`config.mk`:
```
export PLATFORM = sky130hd
export DESIGN_NAME = stream_demux_1_2
export DESIGN_NICKNAME = d
export VERILOG_FILES = /design/src/rtl/stream_demux_1_2.sv
export SDC_FILE = /design/constraint.sdc
export NUM_CORES = 1
export LEC_CHECK = 0
export ABC_AREA = 1
export CAP_MARGIN = 25
export CORE_ASPECT_RATIO = 1.1
export CORE_MARGIN = 3
export CORE_UTILIZATION = 47
export CTS_CLUSTER_SIZE = 28
export DETAILED_ROUTE_END_ITERATION = 6
export GPL_ROUTABILITY_DRIVEN = 0
export PLACE_DENSITY = 0.8
export REMOVE_ABC_BUFFERS = 1
export SLEW_MARGIN = 20
export SYNTH_ARGS = -nofsm -noshare
export SYNTH_HDL_FRONTEND = slang
export SYNTH_SLANG_ARGS = --single-unit
export TNS_END_PERCENT = 1
```
`constraint.sdc`:
```
create_clock -name CLK -period 1.8 [get_ports CLK]
set_input_delay 0.54 -clock CLK [delete_from_list [all_inputs] [get_ports CLK]]
set_output_delay 0.54 -clock CLK [all_outputs]
set_load 0.03 [all_outputs]
```
`src/rtl/stream_demux_1_2.sv`:
```
// Packet-aware 1:2 stream demultiplexer: whole packets go to M0 or M1 by D_SEL sampled at
// packet start, through one registered slice per output, with per-output packet counters.
module stream_demux_1_2 #(
    parameter int DATA_W = 32,
    parameter int CNT_W  = 16
) (
    input  logic              CLK,
    input  logic              RSTN,
    input  logic              D_SEL,
    input  logic              CNT_CLR,
    input  logic [DATA_W-1:0] S_TDATA,
    input  logic              S_TVALID,
    input  logic              S_TLAST,
    output logic              S_TREADY,
    output logic [DATA_W-1:0] M0_TDATA,
    output logic              M0_TVALID,
    output logic              M0_TLAST,
    input  logic              M0_TREADY,
    output logic [DATA_W-1:0] M1_TDATA,
    output logic              M1_TVALID,
    output logic              M1_TLAST,
    input  logic              M1_TREADY,
    output logic              ROUTE,
    output logic              IN_PKT,
    output logic [CNT_W-1:0]  PKT_CNT0,
    output logic [CNT_W-1:0]  PKT_CNT1
);

    typedef enum logic [0:0] {
        ST_IDLE = 1'b0,
        ST_PKT  = 1'b1
    } state_t;

    state_t              state_q, state_d;
    logic                route_q, route_d;
    logic                in_pkt_q, in_pkt_d;
    logic                tgt_s;
    logic                acc_s;

    logic                m0_valid_q, m0_valid_d;
    logic                m0_last_q, m0_last_d;
    logic [DATA_W-1:0]   m0_data_q, m0_data_d;
    logic                m1_valid_q, m1_valid_d;
    logic                m1_last_q, m1_last_d;
    logic [DATA_W-1:0]   m1_data_q, m1_data_d;

    logic [CNT_W-1:0]    cnt0_q, cnt0_d;
    logic [CNT_W-1:0]    cnt1_q, cnt1_d;

    // Target selection and input handshake; only the target slice can stall the input.
    always_comb begin
        if (state_q == ST_IDLE) begin
            tgt_s = D_SEL;
        end else begin
            tgt_s = route_q;
        end
        if (tgt_s) begin
            S_TREADY = !m1_valid_q || M1_TREADY;
        end else begin
            S_TREADY = !m0_valid_q || M0_TREADY;
        end
        acc_s = S_TVALID && S_TREADY;
    end

    // FSM state register.
    always_ff @(posedge CLK or negedge RSTN) begin
        if (!RSTN) begin
            state_q <= ST_IDLE;
        end else begin
            state_q <= state_d;
        end
    end

    // FSM next-state logic; single-beat packets never leave IDLE.
    always_comb begin
        state_d = state_q;
        case (state_q)
            ST_IDLE: begin
                if (acc_s && !S_TLAST) begin
                    state_d = ST_PKT;
                end else begin
                    state_d = ST_IDLE;
                end
            end
            ST_PKT: begin
                if (acc_s && S_TLAST) begin
                    state_d = ST_IDLE;
                end else begin
                    state_d = ST_PKT;
                end
            end
            default: begin
                state_d = ST_IDLE;
            end
        endcase
    end

    // FSM outputs: route latched at the first beat, packet-in-progress flag.
    always_comb begin
        route_d  = route_q;
        in_pkt_d = in_pkt_q;
        case (state_q)
            ST_IDLE: begin
                if (acc_s) begin
                    route_d  = D_SEL;
                    in_pkt_d = !S_TLAST;
                end else begin
                    route_d  = route_q;
                    in_pkt_d = in_pkt_q;
                end
            end
            ST_PKT: begin
                if (acc_s && S_TLAST) begin
                    in_pkt_d = 1'b0;
                end else begin
                    in_pkt_d = in_pkt_q;
                end
            end
            default: begin
                route_d  = 1'b0;
                in_pkt_d = 1'b0;
            end
        endcase
    end

    // Route and packet flag registers.
    always_ff @(posedge CLK or negedge RSTN) begin
        if (!RSTN) begin
            route_q  <= 1'b0;
            in_pkt_q <= 1'b0;
        end else begin
            route_q  <= route_d;
            in_pkt_q <= in_pkt_d;
        end
    end

    // Output slice next state: load on an accepted beat for this output, else drain.
    always_comb begin
        m0_valid_d = m0_valid_q;
        m0_last_d  = m0_last_q;
        m0_data_d  = m0_data_q;
        if (acc_s && !tgt_s) begin
            m0_valid_d = 1'b1;
            m0_last_d  = S_TLAST;
            m0_data_d  = S_TDATA;
        end else if (M0_TREADY) begin
            m0_valid_d = 1'b0;
        end else begin
            m0_valid_d = m0_valid_q;
        end

        m1_valid_d = m1_valid_q;
        m1_last_d  = m1_last_q;
        m1_data_d  = m1_data_q;
        if (acc_s && tgt_s) begin
            m1_valid_d = 1'b1;
            m1_last_d  = S_TLAST;
            m1_data_d  = S_TDATA;
        end else if (M1_TREADY) begin
            m1_valid_d = 1'b0;
        end else begin
            m1_valid_d = m1_valid_q;
        end
    end

    // Output slice registers.
    always_ff @(posedge CLK or negedge RSTN) begin
        if (!RSTN) begin
            m0_valid_q <= 1'b0;
            m0_last_q  <= 1'b0;
            m0_data_q  <= {DATA_W{1'b0}};
            m1_valid_q <= 1'b0;
            m1_last_q  <= 1'b0;
            m1_data_q  <= {DATA_W{1'b0}};
        end else begin
            m0_valid_q <= m0_valid_d;
            m0_last_q  <= m0_last_d;
            m0_data_q  <= m0_data_d;
            m1_valid_q <= m1_valid_d;
            m1_last_q  <= m1_last_d;
            m1_data_q  <= m1_data_d;
        end
    end

    // Packet counters; clear has priority over a same-cycle increment, counts wrap.
    always_comb begin
        cnt0_d = cnt0_q;
        cnt1_d = cnt1_q;
        if (CNT_CLR) begin
            cnt0_d = {CNT_W{1'b0}};
            cnt1_d = {CNT_W{1'b0}};
        end else if (acc_s && S_TLAST) begin
            if (tgt_s) begin
                cnt1_d = cnt1_q + CNT_W'(1);
            end else begin
                cnt0_d = cnt0_q + CNT_W'(1);
            end
        end else begin
            cnt0_d = cnt0_q;
            cnt1_d = cnt1_q;
        end
    end

    // Counter registers.
    always_ff @(posedge CLK or negedge RSTN) begin
        if (!RSTN) begin
            cnt0_q <= {CNT_W{1'b0}};
            cnt1_q <= {CNT_W{1'b0}};
        end else begin
            cnt0_q <= cnt0_d;
            cnt1_q <= cnt1_d;
        end
    end

    assign M0_TVALID = m0_valid_q;
    assign M0_TLAST  = m0_last_q;
    assign M0_TDATA  = m0_data_q;
    assign M1_TVALID = m1_valid_q;
    assign M1_TLAST  = m1_last_q;
    assign M1_TDATA  = m1_data_q;
    assign ROUTE     = route_q;
    assign IN_PKT    = in_pkt_q;
    assign PKT_CNT0  = cnt0_q;
    assign PKT_CNT1  = cnt1_q;

    stream_demux_1_2_chk #(.DATA_W(DATA_W)) u_chk0 (
        .clk   (CLK),
        .rst_n (RSTN),
        .valid (M0_TVALID),
        .ready (M0_TREADY),
        .last  (M0_TLAST),
        .data  (M0_TDATA)
    );

    stream_demux_1_2_chk #(.DATA_W(DATA_W)) u_chk1 (
        .clk   (CLK),
        .rst_n (RSTN),
        .valid (M1_TVALID),
        .ready (M1_TREADY),
        .last  (M1_TLAST),
        .data  (M1_TDATA)
    );

endmodule

// Output stream checker: a stalled beat must stay valid and unchanged until taken.
module stream_demux_1_2_chk #(
    parameter int DATA_W = 32
) (
    input logic              clk,
    input logic              rst_n,
    input logic              valid,
    input logic              ready,
    input logic              last,
    input logic [DATA_W-1:0] data
);

    a_hold_stable: assert property (@(posedge clk) disable iff (!rst_n)
        (valid && !ready) |=> (valid && $stable(data) && $stable(last)));

endmodule

```
; After elaboration in Yosys (flattened, before gate mapping)
; Index checks and enable logic that the tools add are counted.
[op_classes]
n_bitwise = 1
n_reduce_logical = 19
addsub = 2
n_eq_ne = 3
mux = 18
[op_table]
columns = operator, n
row1 = 16-bit two-way mux, 6
row2 = "16-bit by 1-bit adder with 16-bit output, second input constant", 2
row3 = 1-bit two-way mux, 10
row4 = 2-bit AND reduction, 4
row5 = 2-bit nonzero test, 4
row6 = 1-bit logical AND, 5
row7 = 1-bit logical NOT, 4
row8 = "2-bit inequality test, second input constant", 2
row9 = 1-bit one-hot mux with 2 select lines, 2
row10 = 1-bit logical OR, 2
row11 = "2-bit by 1-bit inequality test with 1-bit output, second input constant", 1
row12 = 1-bit inverter, 1
[totals]
elab_cells = 54
reg_bits = 103
input_bits = 40

; Logic depth before layout (Yosys ltp)
; Gate-level depths: netlist (run 1).
[depth]
word_depth = 7
ltp_mapped = 9
mapped_depth_nobuf = 8

; Worst setup path after synthesis (run 1)
; Ideal clock, no wire load.
[synth_path]
path_kind = reg-to-output
from = register route_q (netlist: ROUTE)
to = output port S_TREADY
required_time_ps = 1260
slack_ps = 191
path_stages_with_launch = 5
arrival_time_ps = 1069
n_path_buf = 0
path_cell_list = dfrtp_1 -> nand2_1 -> nand2_2 -> nand2_1 -> nand2_1
[synth_between]
elab_chain_cells = 2
[synth_rtl]
columns = element, line
row1 = "start, declared", 35  ; logic route_q, route_d;
row2 = "start signal, assigned", 132  ; route_q <= route_d;
row3 = 1-bit two-way mux, 52  ; if (state_q == ST_IDLE) begin
row4 = 1-bit two-way mux, 57  ; if (tgt_s) begin
row5 = "end, declared", 14  ; output logic S_TREADY,
; Every way passes these cells.

; Worst setup path after layout (run 1)
; Ends and elaborated chain as after synthesis.

==> results of run 1 <==
cell type report:
class | instances | area [µm²] | share of cell area (%)
Clock buffer | 10 | 127.6 | 1.921
Clock inverter | 6 | 83.83 | 1.262
Inverter | 75 | 281.5 | 4.236
Multi-Input combinational cell | 350 | 1753 | 26.38
Sequential cell | 103 | 2577 | 38.79
Tap cell | 117 | 146.4 | 2.203
Timing Repair Buffer | 182 | 1675 | 25.21
cells by family (layout without fill, tap and decap cells):
group	count (synthesis)	in the layout
simple gates	239	239
flops	103	103
compound gates	101	101
buf+inv	92	273
xor+xnor	8	8
fa+ha+maj	2	2
stage by stage:
stage	hold slack [ns]	TNS, ns
final	0.04820	-0.02252
after global routing	0.04078	-0.1225
after CTS	0.04656	-0.2049
after detailed placement	0.4526	-11.60
after global placement	0.4478	-8.412
after floorplan	0.2444	-6.964
cell usage after synthesis, drive strengths merged:
master / n / area share (%)
a21oi: 11 / 1.2
buf: 15 / 3.1
clkbuf: 2 / 0.16
clkinv: 1 / 0.079
dfrtp: 103 / 54
ha: 2 / 0.53
inv: 74 / 5.8
nand2: 160 / 13
nand3: 28 / 3.3
nand4: 12 / 2.2
nor2: 37 / 3.2
nor3: 2 / 0.21
o21ai: 85 / 11
o21bai: 1 / 0.16
o22ai: 4 / 0.53
xnor2: 1 / 0.18
xor2: 7 / 1.3
how the worst max path moves through the flow:
stage                                 start                      end  slack [ns]  cells past startpoint
after global placement                D_SEL                 S_TREADY       -0.21                      7
after detailed placement              D_SEL                 S_TREADY       -0.27                      7
after global routing              flip-flop                 S_TREADY       -0.11                      6
final                     ROUTE$_DFFE_PN0P_                 S_TREADY       -0.02                      6
after CTS                         M1_TREADY                 S_TREADY       -0.20                      6
after floorplan                       D_SEL  M0_TDATA[4]$_DFFE_PN0P_       -0.24                      5
critical path: stages, from the launching register on:
cell and delay (ns):
dfrtp_1 0.44, inv_1 0.07, nand2_1 0.04, nand2_1 0.08
nand2_1 0.06, nand2_2 0.09, buf_6 0.14
layout by cell type, fill, tap and decap left out, types with 11 or more instances in the layout:
| master | synthesis | layout |
|---|---|---|
| inv_1 | 72 | 70 |
| o21ai_1 | 39 | 39 |
| nand2_1 | 158 | 155 |
| dlygate4sd2_1 | 0 | 94 |
| o21ai_2 | 28 | 28 |
| a21oi_1 | 11 | 11 |
| clkdlybuf4s50_1 | 0 | 35 |
| buf_4 | 1 | 36 |
| nor2_1 | 35 | 35 |
| dfrtp_1 | 103 | 103 |
| o21ai_0 | 18 | 18 |
| nand3_1 | 26 | 26 |
sequential cells by signal (all words and copies together), names as in the netlist, named ones only:
register and cells:
M1_TVALID 1, PKT_CNT0 16, M1_TDATA 32, IN_PKT 1, ROUTE 1, M0_TVALID 1
M0_TDATA 32, M0_TLAST 1, PKT_CNT1 16, M1_TLAST 1
power by group:
part | total [mW] | internal [mW] | switching, mW | leakage (nW)
logic | 4.80 | 1.64 | 3.16 | 2.05
registers | 3.53 | 3.09 | 0.440 | 1.33
clock network | 1.57 | 0.783 | 0.790 | 0.110
total | 9.90 | 5.52 | 4.39 | 3.49
metal layers:
metal	wire [µm]	track usage, %	share of wire, %	up-vias
li1	-	-	-	2084
met1	4960	27.39	41	2035
met2	5893	35.17	49	152
met3	1100	8.647	9.1	20
met4	179	6.737	1.5	0
met5	0	0	0	-
timing repair:
action	in CTS	in global routing
pin swaps	0	2
buffers inserted	0	4
setup endpoints to repair	102	10
gates resized for setup	104	15
==> results.md, run 1 <==
- Drt pass-1 iters: 4
- Placed cell area: 0.006510 mm²
- Placed cell count: slightly above 800
- 1st-iter DRT viols: approximately 190
- Worst R2R Start: PKT_CNT1[0]$_DFFE_PN0P_
- Leak: about 3.5 nW
- Hold Crit Class: in2async
- Dpl hpwl: between 9 and 10 mm
- Post-Route WL: ~12 mm
- IO Count: around 140
- TritonCTS clock tree: yes
- Post-synthesis cell count: 545
- Skew-Pair Late Insertion Delay: 0.37 ns
- Largest net degree at the start of global routing: 53
- FF-to-FF setup slack: between 0.2 and 0.25 ns
- Layout cell share with drive strength beyond 1: approximately 14%
- Starting Density: between 40% and 50%
- Gr usage total: a little over a fifth
- RSZ-0062 raised after global routing: yes
- Nets: ~760
- Synth Area in Adders: less than 1%
- WS Path Type: reg2out
- Via Count: about 4.3k
- Port-buffer cells: ~140
- Layout fillers: 807
- Die extent in y: approximately 110 µm
- Setup crit end kind: primary output
- Post-layout min period: around 1.8 ns
- Area of the die: around 0.011 mm²
- Worst slew margin: between 70 and 80%
- XOR/XNOR Fraction of Synth Area: between 1 and 1.5%
- Combinational family with the most area after synthesis: simple AND/OR/NAND/NOR gates
- Syn avg cell area: ~8.7 µm²
- CTS Buf Count: 9
- Via density: 5.090
- Area grow syn2layout: 39.65%
- Synth cell types: 27
- Die W: ~100 µm
- Failing checks: setup timing
- Startpoint types: flip-flop
- Peak VDD IR: roughly 1000 µV
- Max cap viols: 0
- Slew Viols, Final: 0
- Compound-cell area share of the yosys netlist: between 10% and 20%
- Vias in the first global route: 4290
- First-pass GRT wire length: roughly 20 mm
- Core area: between 0.009 and 0.01 mm²
- Reg-to-reg endpoint: PKT_CNT1[10]$_DFFE_PN0P_
- Worst-Margin Slew: 0.4332 ns
- Status: finished with violations
- Post-route clock period utilization: 101.3%
- CP Max Fanout: 4
- CTS Sinks: 103
- Final cell count without fillers: ~840
- Number of antenna-violating nets in the routed design: 0
- Setup violations, final: 1
- Post-CTS Hold Buffers: 0
- Max Fclk: around 550 MHz
- Final hold viol count: 0
- Fin area: roughly 0.0066 mm²
- Mux contribution to synthesized area: 0%
- Per-cell routed wire length: 14.39 µm
- Synthesized area: ~0.0048 mm²
- Clock transition at the registers of the reported paths: roughly 0.10 ns
- Gr ovfl total: 0
- Clock buffer depth: 2
- Post-Synth Simple-Gate Area: 21.69%
- Place WS: -0.2744 ns
- FF-to-FF path depth: 8
- Clock Tree Root: clkbuf_8
- Post-synthesis sequential area ratio: 54.17%
- Pwr Density: around 1500 mW/mm²
- Util after Layout: approximately 69%
- Critical Path RT: roughly 1.3 ns
- Setup slack after layout: -0.02252 ns
- DRC: 0
- Num rows: 37
- N_diodes: 0
- Data arrival, critical path: 1.28 ns
- Total power: 9.905 mW
- Synthesized flop and latch total: 103
- YS warnings: 0
- Setup Skew: around 0.0079 ns
- H-Tree Depth: 3
- Antenna violations before repair: 0
Note: power is estimated with default switching activity, not from simulation.
==> run 2: changes to the inputs <==
Settings changed: CELL_PAD_IN_SITES_DETAIL_PLACEMENT from default to 0, CELL_PAD_IN_SITES_GLOBAL_PLACEMENT from default to 1, CORE_UTILIZATION 47 to 35, PLACE_DENSITY 0.8 to 0.81.
==> results.md, run 2 (synthesis gave the netlist of run 1 again) <==
- Status: finished with violations (unchanged)
- Failing checks: setup timing (unchanged)
- 1st-iter DRT viols: 241 (was 189)
- Clock Tree Root: clkbuf_16 (was clkbuf_8)
- Logic pwr share: 46.3% (was 48.5%)
- Hold Crit Class: in2async (unchanged)
- Peak VDD IR: 1032 µV (was 1018 µV)
- Clk pwr share: 19.7% (was 15.9%)
- Slew Viols, Final: 0 (unchanged)
- Post-CTS Hold Buffers: 0 (unchanged)
- Skew-Pair Late Insertion Delay: 0.35 ns (was 0.37 ns)
- Fin area: 0.006814 mm² (was 0.006645 mm²)
- Setup crit end kind: primary output (unchanged)
- Layout fillers: 1291 (was 807)
- Max cap viols: 0 (unchanged)
- Die W: 117.2 µm (was 101.9 µm)
- Number of antenna-violating nets in the routed design: 0 (unchanged)
- Worst slew margin: 69.21% (was 70.90%)
- Placed cell count: 888 (was 823)
- Via density: 4.593 (was 5.090)
- Clock buffer depth: 2 (unchanged)
- CP Max Fanout: 3 (was 4)
- FF/Latch Area: 0.002579 mm² (was 0.002577 mm²)
- Startpoint types: flip-flop (unchanged)
- RSZ-0062 raised after global routing: yes (unchanged)
- Sequential power share: 34.1% (was 35.6%)
- WS Path Type: reg2out (unchanged)
- Critical Path RT: 1.26 ns (about the same)
- Net load switching power: 4.512 mW (was 4.388 mW)
- Max Fclk: 554.4 MHz (was 548.7 MHz)
- Final cell count without fillers: 907 (was 843)
- Total power: 10.40 mW (was 9.905 mW)
- Per-cell routed wire length: 14.00 µm (was 14.39 µm)
- Placed cell area: 0.006576 mm² (was 0.006510 mm²)
- Util after Layout: 51.36% (was 69.01%)
- P_int: 5.884 mW (was 5.517 mW)
- First-pass GRT wire length: 21.15 mm (was 20.10 mm)
- H-Tree Depth: 3 (unchanged)
- Pwr Density: 1526 mW/mm² (was 1491 mW/mm²)
- CTS Sinks: 103 (unchanged)
- Nets: 760 (was 763)
- Multi-input gate area in the final layout: 0.001768 mm² (was 0.001753 mm²)
- Data arrival, critical path: 1.26 ns (was 1.28 ns)
- N_diodes: 0 (unchanged)
- CTS Buf Count: 9 (unchanged)
- Area of the die: 0.01503 mm² (was 0.01137 mm²)
- Starting Density: 35.86% (was 49.42%)
- Dpl hpwl: 9.411 mm (was 9.003 mm)
- Leak: 3.554 nW (was 3.490 nW)
- Antenna violations before repair: 0 (unchanged)
- Via Count: 4166 (was 4291)
- DRC: 0 (unchanged)
- IO Count: 143 (unchanged)
- Drt pass-1 iters: 4 (unchanged)
- Vias in the first global route: 4219 (was 4290)
- Gr usage total: 17.83% (was 21.97%)
- Setup Skew: 0.007055 ns (was 0.007870 ns)
- Post-route clock period utilization: 100.2% (was 101.3%)
- Die extent in y: 128.3 µm (was 111.5 µm)
- Setup TNS: -0.003825 ns (was -0.02252 ns)
- Setup slack after layout: -0.003825 ns (was -0.02252 ns)
- Final hold viol count: 0 (unchanged)
- Area grow syn2layout: 43.20% (was 39.65%)
- Worst-Margin Slew: 0.4618 ns (was 0.4332 ns)
- Largest net degree at the start of global routing: 47 (was 53)
- Gr ovfl total: 0 (unchanged)
- Commonest non-fill, non-tap cell in the layout: nand2_1 (unchanged)
- Layout cell share with drive strength beyond 1: 14.52% (was 14.05%)
- Post-Route WL: 12.70 mm (was 12.13 mm)
- Port-buffer cells: 142 (unchanged)
- Core area: 0.01327 mm² (was 0.009629 mm²)
- TritonCTS clock tree: yes (unchanged)
- Commonest cells after routing, fill and taps aside: nand2_1, dfrtp_1, dlygate4sd2_1 (unchanged)
- Switch share: 43.40% (was 44.30%)
- Post-layout min period: 1.804 ns (was 1.823 ns)
- Setup violations, final: 1 (unchanged)
- Clock transition at the registers of the reported paths: 0.07 ns (was 0.10 ns)
- Num rows: 44 (was 37)
==> run 2: changes by cell type in the layout (fill, tap and decap cells not counted), moves of 3 or more <==
cell,delta
clkbuf_16,+9
clkbuf_8,-8
clkdlybuf4s15_1,-6
dlygate4sd2_1,+5
nand2_1,-4
nand2_2,+3
==> run 2: routing by layer <==
metal	wire (µm)	up-vias	GRT usage, %	share of wire, %
met5	0	-	0	0
met4	181	0	5.668	1.4
met1	5420	1939	23.00	43
met2	5845	126	27.00	46
met3	1251	14	7.649	9.9
li1	-	2087	-	-
==> run 2: layout make-up <==
class,count,area share (%)
clock buffers,11,3.562
clock inverters,5,0.8997
inverters,75,4.131
multi-input cells,350,25.95
flip-flops and latches,103,37.84
well taps,184,3.379
repair buffers,179,24.24
==> run 2: repair_timing <==
| action | 4_1_cts | 5_1_grt |
|---|---|---|
| gates cloned | 0 | 0 |
| setup endpoints to repair | 101 | 2 |
| endpoints found under the hold margin | 0 | 0 |
| resized for setup | 102 | 15 |
| pin swaps | 0 | 4 |
| setup buffers | 0 | 3 |
==> run 2: per-stage QoR <==
step	hold slack, ns	worst slack, ns
5_1_grt	0.1636	-0.07402
4_1_cts	0.1446	-0.2305
2_1_floorplan	0.2444	-0.2422
3_3_place_gp	0.4611	-0.2816
6_report	0.1401	-0.003825
3_5_place_dp	0.4618	-0.2846
==> run 2: power by group through the flow <==
stage          logic (mW)  registers (mW)  clock network (mW)
3_3_place_gp         5.22            3.56                   0
6_report             4.81            3.54                2.04
5_1_grt              5.21            3.65                2.18
2_1_floorplan        1.32            5.07                   0
3_5_place_dp         5.26            3.59                   0
4_1_cts              4.78            3.54                2.08
==> run 2: path summary, 6_finish.rpt <==
kind	startpoint	endpoint	slack (ns)	cells past startpoint
max	flip-flop	S_TREADY	-0.004	6
min	RSTN	M0_TDATA[14]$_DFFE_PN0P_	0.14	1
max reg2reg	PKT_CNT0[0]$_DFFE_PN0P_	PKT_CNT0[10]$_DFFE_PN0P_	0.20	8
min reg2reg	M0_TLAST$_DFFE_PN0P_	M0_TLAST$_DFFE_PN0P_	0.47	2
max in group asynchronous	RSTN	M1_TDATA[5]$_DFFE_PN0P_	1.10	2
min in group CLK	M0_TLAST$_DFFE_PN0P_	M0_TLAST$_DFFE_PN0P_	0.47	2
==> run 2: critical path: stages (launching register included) <==
cell	delay [ns]
dfrtp_1	0.41
inv_2	0.09
nand2_1	0.06
nand2_2	0.07
nand2_2	0.07
nand2_4	0.08
buf_6	0.13
==> run 3: changes to the inputs <==
Settings changed: CTS_CLUSTER_DIAMETER from default to 120, PLACE_DENSITY 0.81 to 0.89.
==> results.md, run 3 (synthesis gave the netlist of run 1 again) <==
- Layout cell share with drive strength beyond 1: 14.09% (was 14.52%)
- 1st-iter DRT viols: 192 (was 241)
- Die extent in y: 128.3 µm (unchanged)
- Drt pass-1 iters: 4 (unchanged)
- Worst slew margin: 73.75% (was 69.21%)
- H-Tree Depth: 3 (unchanged)
- Largest net degree at the start of global routing: 65 (was 47)
- IO Count: 143 (unchanged)
- CTS Buf Count: 9 (unchanged)
- Clock Tree Root: clkbuf_16 (unchanged)
- Setup TNS: -0.01336 ns (was -0.003825 ns)
- Critical Path RT: 1.26 ns (about the same)
- Gr ovfl total: 0 (unchanged)
- Clock transition at the registers of the reported paths: 0.07 ns (about the same)
- Layout fillers: 1265 (was 1291)
- WS Path Type: reg2out (unchanged)
- Setup slack after layout: -0.01336 ns (was -0.003825 ns)
- Nets: 761 (was 760)
- Skew-Pair Late Insertion Delay: 0.34 ns (was 0.35 ns)
- Pwr Density: 1515 mW/mm² (was 1526 mW/mm²)
- Number of antenna-violating nets in the routed design: 0 (unchanged)
- Util after Layout: 51.26% (was 51.36%)
- TritonCTS clock tree: yes (unchanged)
- Commonest non-fill, non-tap cell in the layout: nand2_1 (unchanged)
- Area of the die: 0.01503 mm² (unchanged)
- Hold Crit Class: in2async (unchanged)
- Failing checks: setup timing (unchanged)
- Post-Route WL: 12.27 mm (was 12.70 mm)
- Via density: 4.596 (was 4.593)
- Vias in the first global route: 4221 (was 4219)
- Slew Viols, Final: 0 (unchanged)
- Max Fclk: 551.5 MHz (was 554.4 MHz)
- Num rows: 44 (unchanged)
- Setup crit end kind: primary output (unchanged)
- DRC: 0 (unchanged)
- FF/Latch Area: 0.002577 mm² (was 0.002579 mm²)
- RSZ-0062 raised after global routing: yes (unchanged)
- Via Count: 4173 (was 4166)
- Setup violations, final: 1 (unchanged)
- Commonest cells after routing, fill and taps aside: nand2_1, dfrtp_1, dlygate4sd2_1 (unchanged)
- Data arrival, critical path: 1.27 ns (was 1.26 ns)
- First-pass GRT wire length: 20.52 mm (was 21.15 mm)
- Setup Skew: 0.009306 ns (was 0.007055 ns)
- Final hold viol count: 0 (unchanged)
- Die W: 117.2 µm (unchanged)
- N_diodes: 0 (unchanged)
- Peak VDD IR: 1136 µV (was 1032 µV)
- Gr usage total: 17.20% (was 17.83%)
- Leak: 3.550 nW (was 3.554 nW)
- CTS Sinks: 103 (unchanged)
- Starting Density: 35.86% (unchanged)
- Startpoint types: flip-flop (unchanged)
- Antenna violations before repair: 0 (unchanged)
- Post-route clock period utilization: 100.7% (was 100.2%)
- Worst-Margin Slew: 0.3907 ns (was 0.4618 ns)
- Port-buffer cells: 142 (unchanged)
- Area grow syn2layout: 42.94% (was 43.20%)
- Post-layout min period: 1.813 ns (was 1.804 ns)
- Core area: 0.01327 mm² (unchanged)
- Per-cell routed wire length: 13.51 µm (was 14.00 µm)
- Status: finished with violations (unchanged)
- Multi-input gate area in the final layout: 0.001760 mm² (was 0.001768 mm²)
- Post-CTS Hold Buffers: 0 (unchanged)
- CP Max Fanout: 4 (was 3)
- Max cap viols: 0 (unchanged)
- Clock buffer depth: 2 (unchanged)
- Dpl hpwl: 9.167 mm (was 9.411 mm)
run 3: what timing repair did:
item,CTS,global route
setup endpoints to repair,101,1
endpoints found under the hold margin,0,0
gates resized for setup,102,9
setup buffers,0,1
pin swaps,0,5
run 3: metrics by stage:
| step | instances | power, mW | setup slack (ns) | hold slack (ns) | cell area, µm² |
|---|---|---|---|---|---|
| finish | 908 | 10.31 | -0.01336 | 0.1691 | 6802 |
| global route | 908 | 10.98 | -0.09706 | 0.1765 | 6802 |
| CTS | 907 | 10.40 | -0.2110 | 0.1684 | 6774 |
| detailed placement | 891 | 8.851 | -0.2270 | 0.4615 | 6586 |
| global placement | 891 | 8.769 | -0.2169 | 0.4600 | 6586 |
| floorplan | 528 | 6.390 | -0.2422 | 0.2444 | 4604 |
run 3: area by class of cell:
cell class | count | area share, %
well taps | 184 | 3.385
multi-input cells | 350 | 25.88
flip-flops and latches | 103 | 37.90
repair buffers | 180 | 24.19
inverters | 75 | 4.139
clock inverters | 6 | 1.141
clock buffers | 10 | 3.366
run 3: worst paths after layout:
path	startpoint	endpoint	slack, ns	cells past startpoint
max in group asynchronous	RSTN	PKT_CNT1[8]$_DFFE_PN0P_	1.29	2
worst max register to register	PKT_CNT0[0]$_DFFE_PN0P_	PKT_CNT0[10]$_DFFE_PN0P_	0.27	8
min in group CLK	M0_TLAST$_DFFE_PN0P_	M0_TLAST$_DFFE_PN0P_	0.47	2
worst min register to register	M0_TLAST$_DFFE_PN0P_	M0_TLAST$_DFFE_PN0P_	0.47	2
worst max-delay path	flip-flop	S_TREADY	-0.01	6
worst min-delay path	RSTN	M0_TDATA[22]$_DFFE_PN0P_	0.17	2
run 3: critical path, stage by stage (launching register included):
cell and delay (ns):
dfrtp_1 0.42, inv_2 0.11, nand2_2 0.06, nand2_2 0.08
nand2_2 0.06, nand2_2 0.08, buf_6 0.13
run 3: where the power goes:
group	total (mW)	switching, mW	leakage [nW]	internal [mW]
clock network	2.02	0.919	0.147	1.11
registers	3.52	0.431	1.33	3.09
logic	4.76	3.12	2.08	1.64
run 3: per-layer routing:
| layer | GRT usage, % | vias to the layer above | part of all wire [%] |
|---|---|---|---|
| li1 | - | 2078 | - |
| met1 | 21.36 | 1952 | 42 |
| met2 | 26.56 | 133 | 46 |
| met3 | 8.357 | 10 | 11 |
| met4 | 4.926 | 0 | 1.3 |
| met5 | 0 | - | 0 |
